--- src/rtl/ex_mem_stage.sv ---
// ex_mem_stage: EX->MEM pipeline register downstream of the ALU.
// Holds a multicycle instruction in EX while its result is pending and injects
// NOP bubbles into MEM meanwhile. A finished result is parked in a one-deep skid
// buffer across a MEM stall. The stage also drives the EX->ID forwarding path,
// and a watchdog limits how long a single BUSY period can last.
// Optional feature macro: EX_MEM_PERF_EN enables the bubble and retire
// performance counters. When it is undefined, both perf outputs are tied to 0.
module ex_mem_stage #(
  parameter int unsigned DATA_W     = 32,
  parameter int unsigned REG_ADDR_W = 5,
  parameter int unsigned MAX_STALL  = 64
) (
  input  logic                  clk,
  input  logic                  rst,
  input  logic                  ex_valid,
  input  logic [DATA_W-1:0]     ex_alu_res,
  input  logic                  ex_insert_bubble,
  input  logic [REG_ADDR_W-1:0] ex_rd,
  input  logic                  ex_reg_write,
  input  logic                  ex_mem_read,
  input  logic                  ex_mem_write,
  input  logic [DATA_W-1:0]     ex_store_data,
  input  logic [2:0]            ex_funct3,
  input  logic                  flush,
  input  logic                  mem_stall,
  output logic                  stall_upstream,
  output logic                  mem_valid,
  output logic [DATA_W-1:0]     mem_alu_res,
  output logic [REG_ADDR_W-1:0] mem_rd,
  output logic                  mem_reg_write,
  output logic                  mem_mem_read,
  output logic                  mem_mem_write,
  output logic [DATA_W-1:0]     mem_store_data,
  output logic [2:0]            mem_funct3,
  output logic                  fwd_valid,
  output logic [REG_ADDR_W-1:0] fwd_rd,
  output logic [DATA_W-1:0]     fwd_data,
  output logic                  stall_timeout,
  output logic [31:0]           perf_bubble_cnt,
  output logic [31:0]           perf_retire_cnt
);

  localparam int unsigned CNT_W = (MAX_STALL > 2) ? $clog2(MAX_STALL) : 1;
  localparam logic [CNT_W-1:0] CNT_LAST = CNT_W'(MAX_STALL - 1);

  typedef struct packed {
    logic [DATA_W-1:0]     alu_res;
    logic [REG_ADDR_W-1:0] rd;
    logic                  reg_write;
    logic                  mem_read;
    logic                  mem_write;
    logic [DATA_W-1:0]     store_data;
    logic [2:0]            funct3;
  } payload_t;

  typedef enum logic [1:0] {IDLE, BUSY, HOLD} state_t;

  state_t     state, state_nxt;
  logic [CNT_W-1:0] count, count_nxt;
  payload_t   ex_payload, skid_q, skid_nxt, mem_q, load_data;
  logic       mem_valid_q, fwd_valid_q, stall_timeout_q;
  logic       load, load_valid, timeout_fire;

  // Pack the EX-side fields into one payload
  always_comb begin
    ex_payload            = '0;
    ex_payload.alu_res    = ex_alu_res;
    ex_payload.rd         = ex_rd;
    ex_payload.reg_write  = ex_reg_write;
    ex_payload.mem_read   = ex_mem_read;
    ex_payload.mem_write  = ex_mem_write;
    ex_payload.store_data = ex_store_data;
    ex_payload.funct3     = ex_funct3;
  end

  // Next-state, skid and MEM-load decisions; flush outranks mem_stall outranks normal flow
  always_comb begin
    state_nxt    = state;
    count_nxt    = count;
    skid_nxt     = skid_q;
    load         = 1'b0;
    load_valid   = 1'b0;
    load_data    = ex_payload;
    timeout_fire = 1'b0;
    if (flush) begin
      state_nxt = IDLE;
      count_nxt = '0;
      skid_nxt  = '0;
      load      = !mem_stall;
    end else begin
      unique case (state)
        IDLE: begin
          if (ex_valid && ex_insert_bubble) begin
            state_nxt = BUSY;
            count_nxt = '0;
          end
          load       = !mem_stall;
          load_valid = ex_valid && !ex_insert_bubble;
        end
        BUSY: begin
          if (!ex_valid) begin
            state_nxt = IDLE;
            count_nxt = '0;
            load      = !mem_stall;
          end else if (ex_insert_bubble) begin
            if (count == CNT_LAST) begin
              timeout_fire = 1'b1;
              state_nxt    = IDLE;
              count_nxt    = '0;
            end else begin
              count_nxt = count + CNT_W'(1);
            end
            load = !mem_stall;
          end else begin
            count_nxt = '0;
            if (mem_stall) begin
              skid_nxt  = ex_payload;
              state_nxt = HOLD;
            end else begin
              load       = 1'b1;
              load_valid = 1'b1;
              state_nxt  = IDLE;
            end
          end
        end
        HOLD: begin
          if (!mem_stall) begin
            load       = 1'b1;
            load_valid = 1'b1;
            load_data  = skid_q;
            state_nxt  = IDLE;
          end
        end
        default: state_nxt = IDLE;
      endcase
    end
  end

  // Freeze the front of the pipe while EX waits, the skid is occupied or MEM stalls
  always_comb begin
    stall_upstream = (ex_valid && ex_insert_bubble && !timeout_fire) ||
                     (state == HOLD) || mem_stall;
  end

  // State, watchdog, skid and MEM-slot registers
  always_ff @(posedge clk) begin
    if (rst) begin
      state           <= IDLE;
      count           <= '0;
      skid_q          <= '0;
      mem_q           <= '0;
      mem_valid_q     <= 1'b0;
      fwd_valid_q     <= 1'b0;
      stall_timeout_q <= 1'b0;
    end else begin
      state           <= state_nxt;
      count           <= count_nxt;
      skid_q          <= skid_nxt;
      stall_timeout_q <= stall_timeout_q || timeout_fire;
      if (load) begin
        mem_valid_q <= load_valid;
        mem_q       <= load_valid ? load_data : '0;
        fwd_valid_q <= load_valid && load_data.reg_write && !load_data.mem_read &&
                       (load_data.rd != '0);
      end
    end
  end

  assign mem_valid      = mem_valid_q;
  assign mem_alu_res    = mem_q.alu_res;
  assign mem_rd         = mem_q.rd;
  assign mem_reg_write  = mem_q.reg_write;
  assign mem_mem_read   = mem_q.mem_read;
  assign mem_mem_write  = mem_q.mem_write;
  assign mem_store_data = mem_q.store_data;
  assign mem_funct3     = mem_q.funct3;
  assign fwd_valid      = fwd_valid_q;
  assign fwd_rd         = mem_q.rd;
  assign fwd_data       = mem_q.alu_res;
  assign stall_timeout  = stall_timeout_q;

`ifdef EX_MEM_PERF_EN
  logic [31:0] bubble_cnt_q, retire_cnt_q;

  // Wrap-around counts of injected bubbles and retired instructions
  always_ff @(posedge clk) begin
    if (rst) begin
      bubble_cnt_q <= '0;
      retire_cnt_q <= '0;
    end else begin
      if (load && !load_valid && ex_valid) bubble_cnt_q <= bubble_cnt_q + 32'd1;
      if (load && load_valid)              retire_cnt_q <= retire_cnt_q + 32'd1;
    end
  end

  assign perf_bubble_cnt = bubble_cnt_q;
  assign perf_retire_cnt = retire_cnt_q;
`else
  assign perf_bubble_cnt = 32'd0;
  assign perf_retire_cnt = 32'd0;
`endif

endmodule

--- config.mk ---
export PLATFORM = sky130hd
export DESIGN_NAME = ex_mem_stage
export DESIGN_NICKNAME = d
export VERILOG_FILES = /design/src/rtl/ex_mem_stage.sv
export SDC_FILE = /design/constraint.sdc
export NUM_CORES = 1
export LEC_CHECK = 0
export ABC_AREA = 1
export CAP_MARGIN = 10
export CORE_AREA = 2 2 135 137
export CTS_CLUSTER_DIAMETER = 50
export DETAILED_ROUTE_END_ITERATION = 10
export DIE_AREA = 0 0 137 139
export HOLD_SLACK_MARGIN = 0.08
export PLACE_DENSITY_LB_ADDON = 0.25
export SYNTH_ARGS = -nofsm -noshare
export SYNTH_HDL_FRONTEND = slang
export SYNTH_SLANG_ARGS = --single-unit
--- constraint.sdc ---
create_clock -name clk -period 4.42 [get_ports clk]
set_clock_uncertainty 0.1 [all_clocks]
set_input_delay 0.884 -clock clk [delete_from_list [all_inputs] [get_ports clk]]
set_output_delay 0.884 -clock clk [all_outputs]
set_load 0.005 [all_outputs]
* Word level (Yosys, flattened, before mapping)
Index checks and enable logic that the tools add are counted.
** Word-level totals
- Output and inout bits :: 180
- Register bits :: 161
- Input bits :: 81
** Operators by class
- Muxes and demuxes :: 30
- Reduce and logical (&&, ||, !) cells :: 20
- Bitwise operators :: 1
- Add/subtract/negate cells :: 1
- Equal/unequal tests :: 6
** Operator list (count)
- 75-bit 2-to-1 mux :: 4
- 6-bit 2-to-1 mux :: 4
- 1-bit 2-to-1 mux :: 12
- 2-bit 2-to-1 mux :: 6
- 6-bit case mux with 2 select lines :: 1
- 6-bit by 1-bit adder with 6-bit output, second input constant :: 1
- 6-bit equality test, second input constant :: 1
- 1-bit logical AND :: 6
- 1-bit case mux with 3 select lines :: 2
- 2-bit case mux with 3 select lines :: 1
- 3-bit AND reduction :: 2
- 5-bit nonzero test :: 1
- 1-bit zero test :: 4
- 2-bit inequality test, second input constant :: 2
- 4-bit inequality test, second input constant :: 1
- 1-bit logical OR :: 3
- 2-bit by 1-bit equality test with 1-bit output, second input constant :: 1
- 2-bit equality test, second input constant :: 1
- 2-bit zero test :: 1
- 2-bit AND reduction :: 1
- 2-bit nonzero test :: 1
- 2-bit OR reduction :: 1
- 1-bit inverter :: 1

* Longest topological paths before layout
- Depth after elaboration :: 10
- Mapped depth :: 10
- Gate-level depth less buffers :: 9

* Least setup slack after synthesis
No wires, ideal clock.
- Path kind :: input port to output port
- Start :: input ex_insert_bubble
- End :: output stall_upstream
- Buffers on the path :: 0
- Cell stages on the path :: 7
- Arrival :: 1518 ps
- Setup slack :: 1918 ps
- Cell sequence :: nand2_1 -> inv_1 -> nand2_1 -> nor2_1 -> nand4_1 -> nand2_1 -> nand3_1
** On the way
- Longest elaborated chain between the ends :: 8
- Elaborated cells between the ends (all ways) :: 9
- Those cells by class :: 4 x mux; 5 x reduce/logical
** RTL lines
- start, declared :: RTL line 17 : input logic ex_insert_bubble,
- 1-bit 2-to-1 mux :: RTL line 105 : end else if (ex_insert_bubble) begin
- 1-bit 2-to-1 mux :: RTL line 101 : if (!ex_valid) begin
- 1-bit 2-to-1 mux :: RTL line 91 : unique case (state)
- 1-bit 2-to-1 mux :: RTL line 85 : if (flush) begin
- 1-bit zero test :: RTL line 141 : stall_upstream = (ex_valid && ex_insert_bubble && !timeout_fire) ||
- 1-bit logical AND * :: RTL line 141
- 1-bit logical OR * :: RTL line 141
- 1-bit logical OR * :: RTL line 142 : (state == HOLD) || mem_stall;
- end, declared :: RTL line 26 : output logic stall_upstream,
Mark *: on every way between the ends. The rest lies on a longest branch, timed or not.

* Worst setup path after layout
Same ends and word-level chain as after synthesis.

==> flow_summary.ini <==
[clock_network]
cts_resized = 0
clockBufferDepth = 2
numCtsBuffers = 17
post_cts_buffers = 0
clkLatencyLatePin_ns = 0.42
clk_pin_slew_ns = 0.06
clock_sinks = 161
cts_max_level = 4
cts_tree = done
ctsHoldBuffers = 0
clockRootBuffer = clkbuf_16

[finish]
antennaDiodeCount = 0
layout_common_cells = nand2_1, clkdlybuf4s50_1, dfxtp_1, a21oi_1, o21ai_0
drive_above_1_share_pct = 4.118
syn_to_final_growth_pct = 23.94
layout_commonest_cell = nand2_1
nets = 1429

[hold_path]
hold_path_depth = 2
worstHoldPathType = reg2reg
min_from = skid_q[34]
holdPathEnd = skid_q[34]

[pwr]
pwr-share-clk_pct = 44.9
pwr-share-seq_pct = 45.4
power_leakage_nw = 3.934
p_switching_w = 0.0008241
p_int_w = 0.002417
pwr_density_cell_nw_per_um2 = 315.5
p_sw_share_pct = 25.43
total_power_w = 0.003241
peakVddDrop_mv = 0.2693
combPwrFrac_pct = 9.7

[synth]
async_flop_share_pct = 0
avgSynthCellArea_um2 = 6.702
synth_cell_types = 29
synth_top_area_share_pct = 38.88
seq_area_frac_synth_pct = 38.88
yosys.area.top_type = dfxtp_1
syn_inst = 1237
yosys-top-cells-area = dfxtp_1, nand2_1, buf_4
synthFlopType = dfxtp_1
synth_edf_count = 0
ys_warn_count = 0
ys_seq_elements = 161
syn-cell-area_um2 = 8290

[route]
drt_iter0_drc = 359
first_pass_iters = 5
wl_mm = 20.07
vias = 7681
drtAntennaViolNets = 0
vias_per_cell = 4.834
drcViolationCount = 0
wire_per_inst_um = 12.63

[global_route]
grt_overflow = 0
grt_usage_pct = 20.92
grt_max_degree = 84
grt_pass1_wl_mm = 32.48
first_global_vias = 6719
grt_antenna_before_repair = 0

[timing]
hold_viol = 0
max_freq_mhz = 278.3
period_minus_slack_ns = 3.594
maxSlewHeadroom_pct = 40.57
grt_setup_unrepaired = no
setup_violations = 0
finalWorstSetupSlack_ns = 0.8262
fin_setup_tns_ns = 0
worst_pin_slew_ns = 0.8914
slew_viol_final = 0
period_share_pct = 81.31

[critical_path]
crit_arrival_ns = 2.61
rr_endpoint = fwd_rd[4]
worstSetupStartpointType = input port
r2r-start = state[1]
r2r_setup_slack_ns = 2.31
critPathCaptureType = output pin
r2r_cells = 5
cp_max_fo = 5
path_class = in2out
worstPathRequired_ns = 3.44

[place]
gp_congestion = 0.8530
io_buffer_count = 196
hpwlAfterDp_mm = 12.68
pre_cts_ws_ns = 0.8536

[floorplanning]
io_pins = 261
rows = 49
start_util_pct = 46.95
core_area_um2 = 17660
die_area_um2 = 19040
dieWidth_um = 137
die_y_um = 139

[job]
cap_viol_max_count = 0

[run_status]
outcome = finished clean
==> critical path: stages <==
cell and delay (ns):
clkdlybuf4s50_1 0.47, nand2_1 0.06, inv_1 0.06, nand2_1 0.09
nor2_1 0.26, nand4_1 0.17, nand2_1 0.09, nand3_1 0.07
clkdlybuf4s50_1 0.46
==> state kept, by name, indices dropped and copies added, names as in the netlist <==
signal,count
mem_mem_write,1
mem_valid,1
fwd_rd,5
mem_store_data,32
fwd_data,32
stall_timeout,1
mem_reg_write,1
state,2
fwd_valid,1
skid_q,75
count,6
mem_funct3,3
mem_mem_read,1
==> worst max-delay path by stage <==
stage                      from              to  slack, ns  depth (start not counted)
2_1_floorplan  ex_insert_bubble  stall_upstream       1.92                          7
3_3_place_gp   ex_insert_bubble  stall_upstream       0.88                          9
3_5_place_dp   ex_insert_bubble  stall_upstream       0.85                          9
4_1_cts        ex_insert_bubble  stall_upstream       0.85                          9
5_1_grt        ex_insert_bubble  stall_upstream       0.63                          9
6_report       ex_insert_bubble  stall_upstream       0.83                          9
==> synth_stat cells, types with 2 or more instances <==
cell type	number
buf_2	14
dfxtp_1	161
o21ai_0	147
nand2_1	459
inv_1	89
inv_2	3
clkbuf_1	32
nor2_4	2
a2bb2oi_1	2
o21a_1	2
nor2_1	13
a21oi_1	151
buf_6	7
buf_4	126
a211oi_1	7
nand3_1	9
==> stage by stage <==
| step | cells | hold slack (ns) | instance area (um2) | util (%) |
|---|---|---|---|---|
| global route | 1589 | 0.3591 | 10270 | 58.19 |
| global placement | 1557 | 0.3332 | 9691 | 54.88 |
| detailed placement | 1557 | 0.3399 | 9691 | 54.88 |
| floorplan | 1300 | 0.3239 | 8527 | - |
| CTS | 1589 | 0.3494 | 10270 | 58.19 |
| finish | 1589 | 0.3469 | 10270 | 58.19 |
==> power groups by stage <==
stage	registers (W)	logic (W)	clock network, W
2_1_floorplan	0.00151	0.000218	0
3_3_place_gp	0.00150	0.000308	0
3_5_place_dp	0.00151	0.000312	0
4_1_cts	0.00147	0.000314	0.00149
5_1_grt	0.00147	0.000354	0.00156
6_report	0.00147	0.000314	0.00146
==> cell type report <==
| cell class | instances | area (um2) |
|---|---|---|
| Clock buffer | 18 | 439.2 |
| Tap cell | 229 | 286.5 |
| Timing Repair Buffer | 208 | 2057 |
| Multi-Input combinational cell | 866 | 3770 |
| Sequential cell | 161 | 3223 |
| Fill cell | 1719 | 7382 |
| Inverter | 93 | 354.1 |
| Clock inverter | 14 | 145.1 |
==> kinds of logic after synthesis <==
kind of cell / count (synthesis) / synth area share (%)
and+or+nand+nor: 487 / 22.49
AOI/OAI and AO/OA: 312 / 19.27
buffers and inverters: 273 / 18.94
DFF: 161 / 38.88
adders and majority gates: 1 / 0.1509
other: 1 / 0.04523
xor gates and xnor gates: 1 / 0.1057
muxes: 1 / 0.1207
==> routing by layer <==
metal / track usage, % / wire [um] / share of wire [%]
met1: 27.44 / 9414 / 47
met2: 34.33 / 9200 / 46
met3: 4.971 / 1198 / 6.0
met4: 5.534 / 252 / 1.3
met5: 0 / 0 / 0
Power figures use the tool's default switching activity.
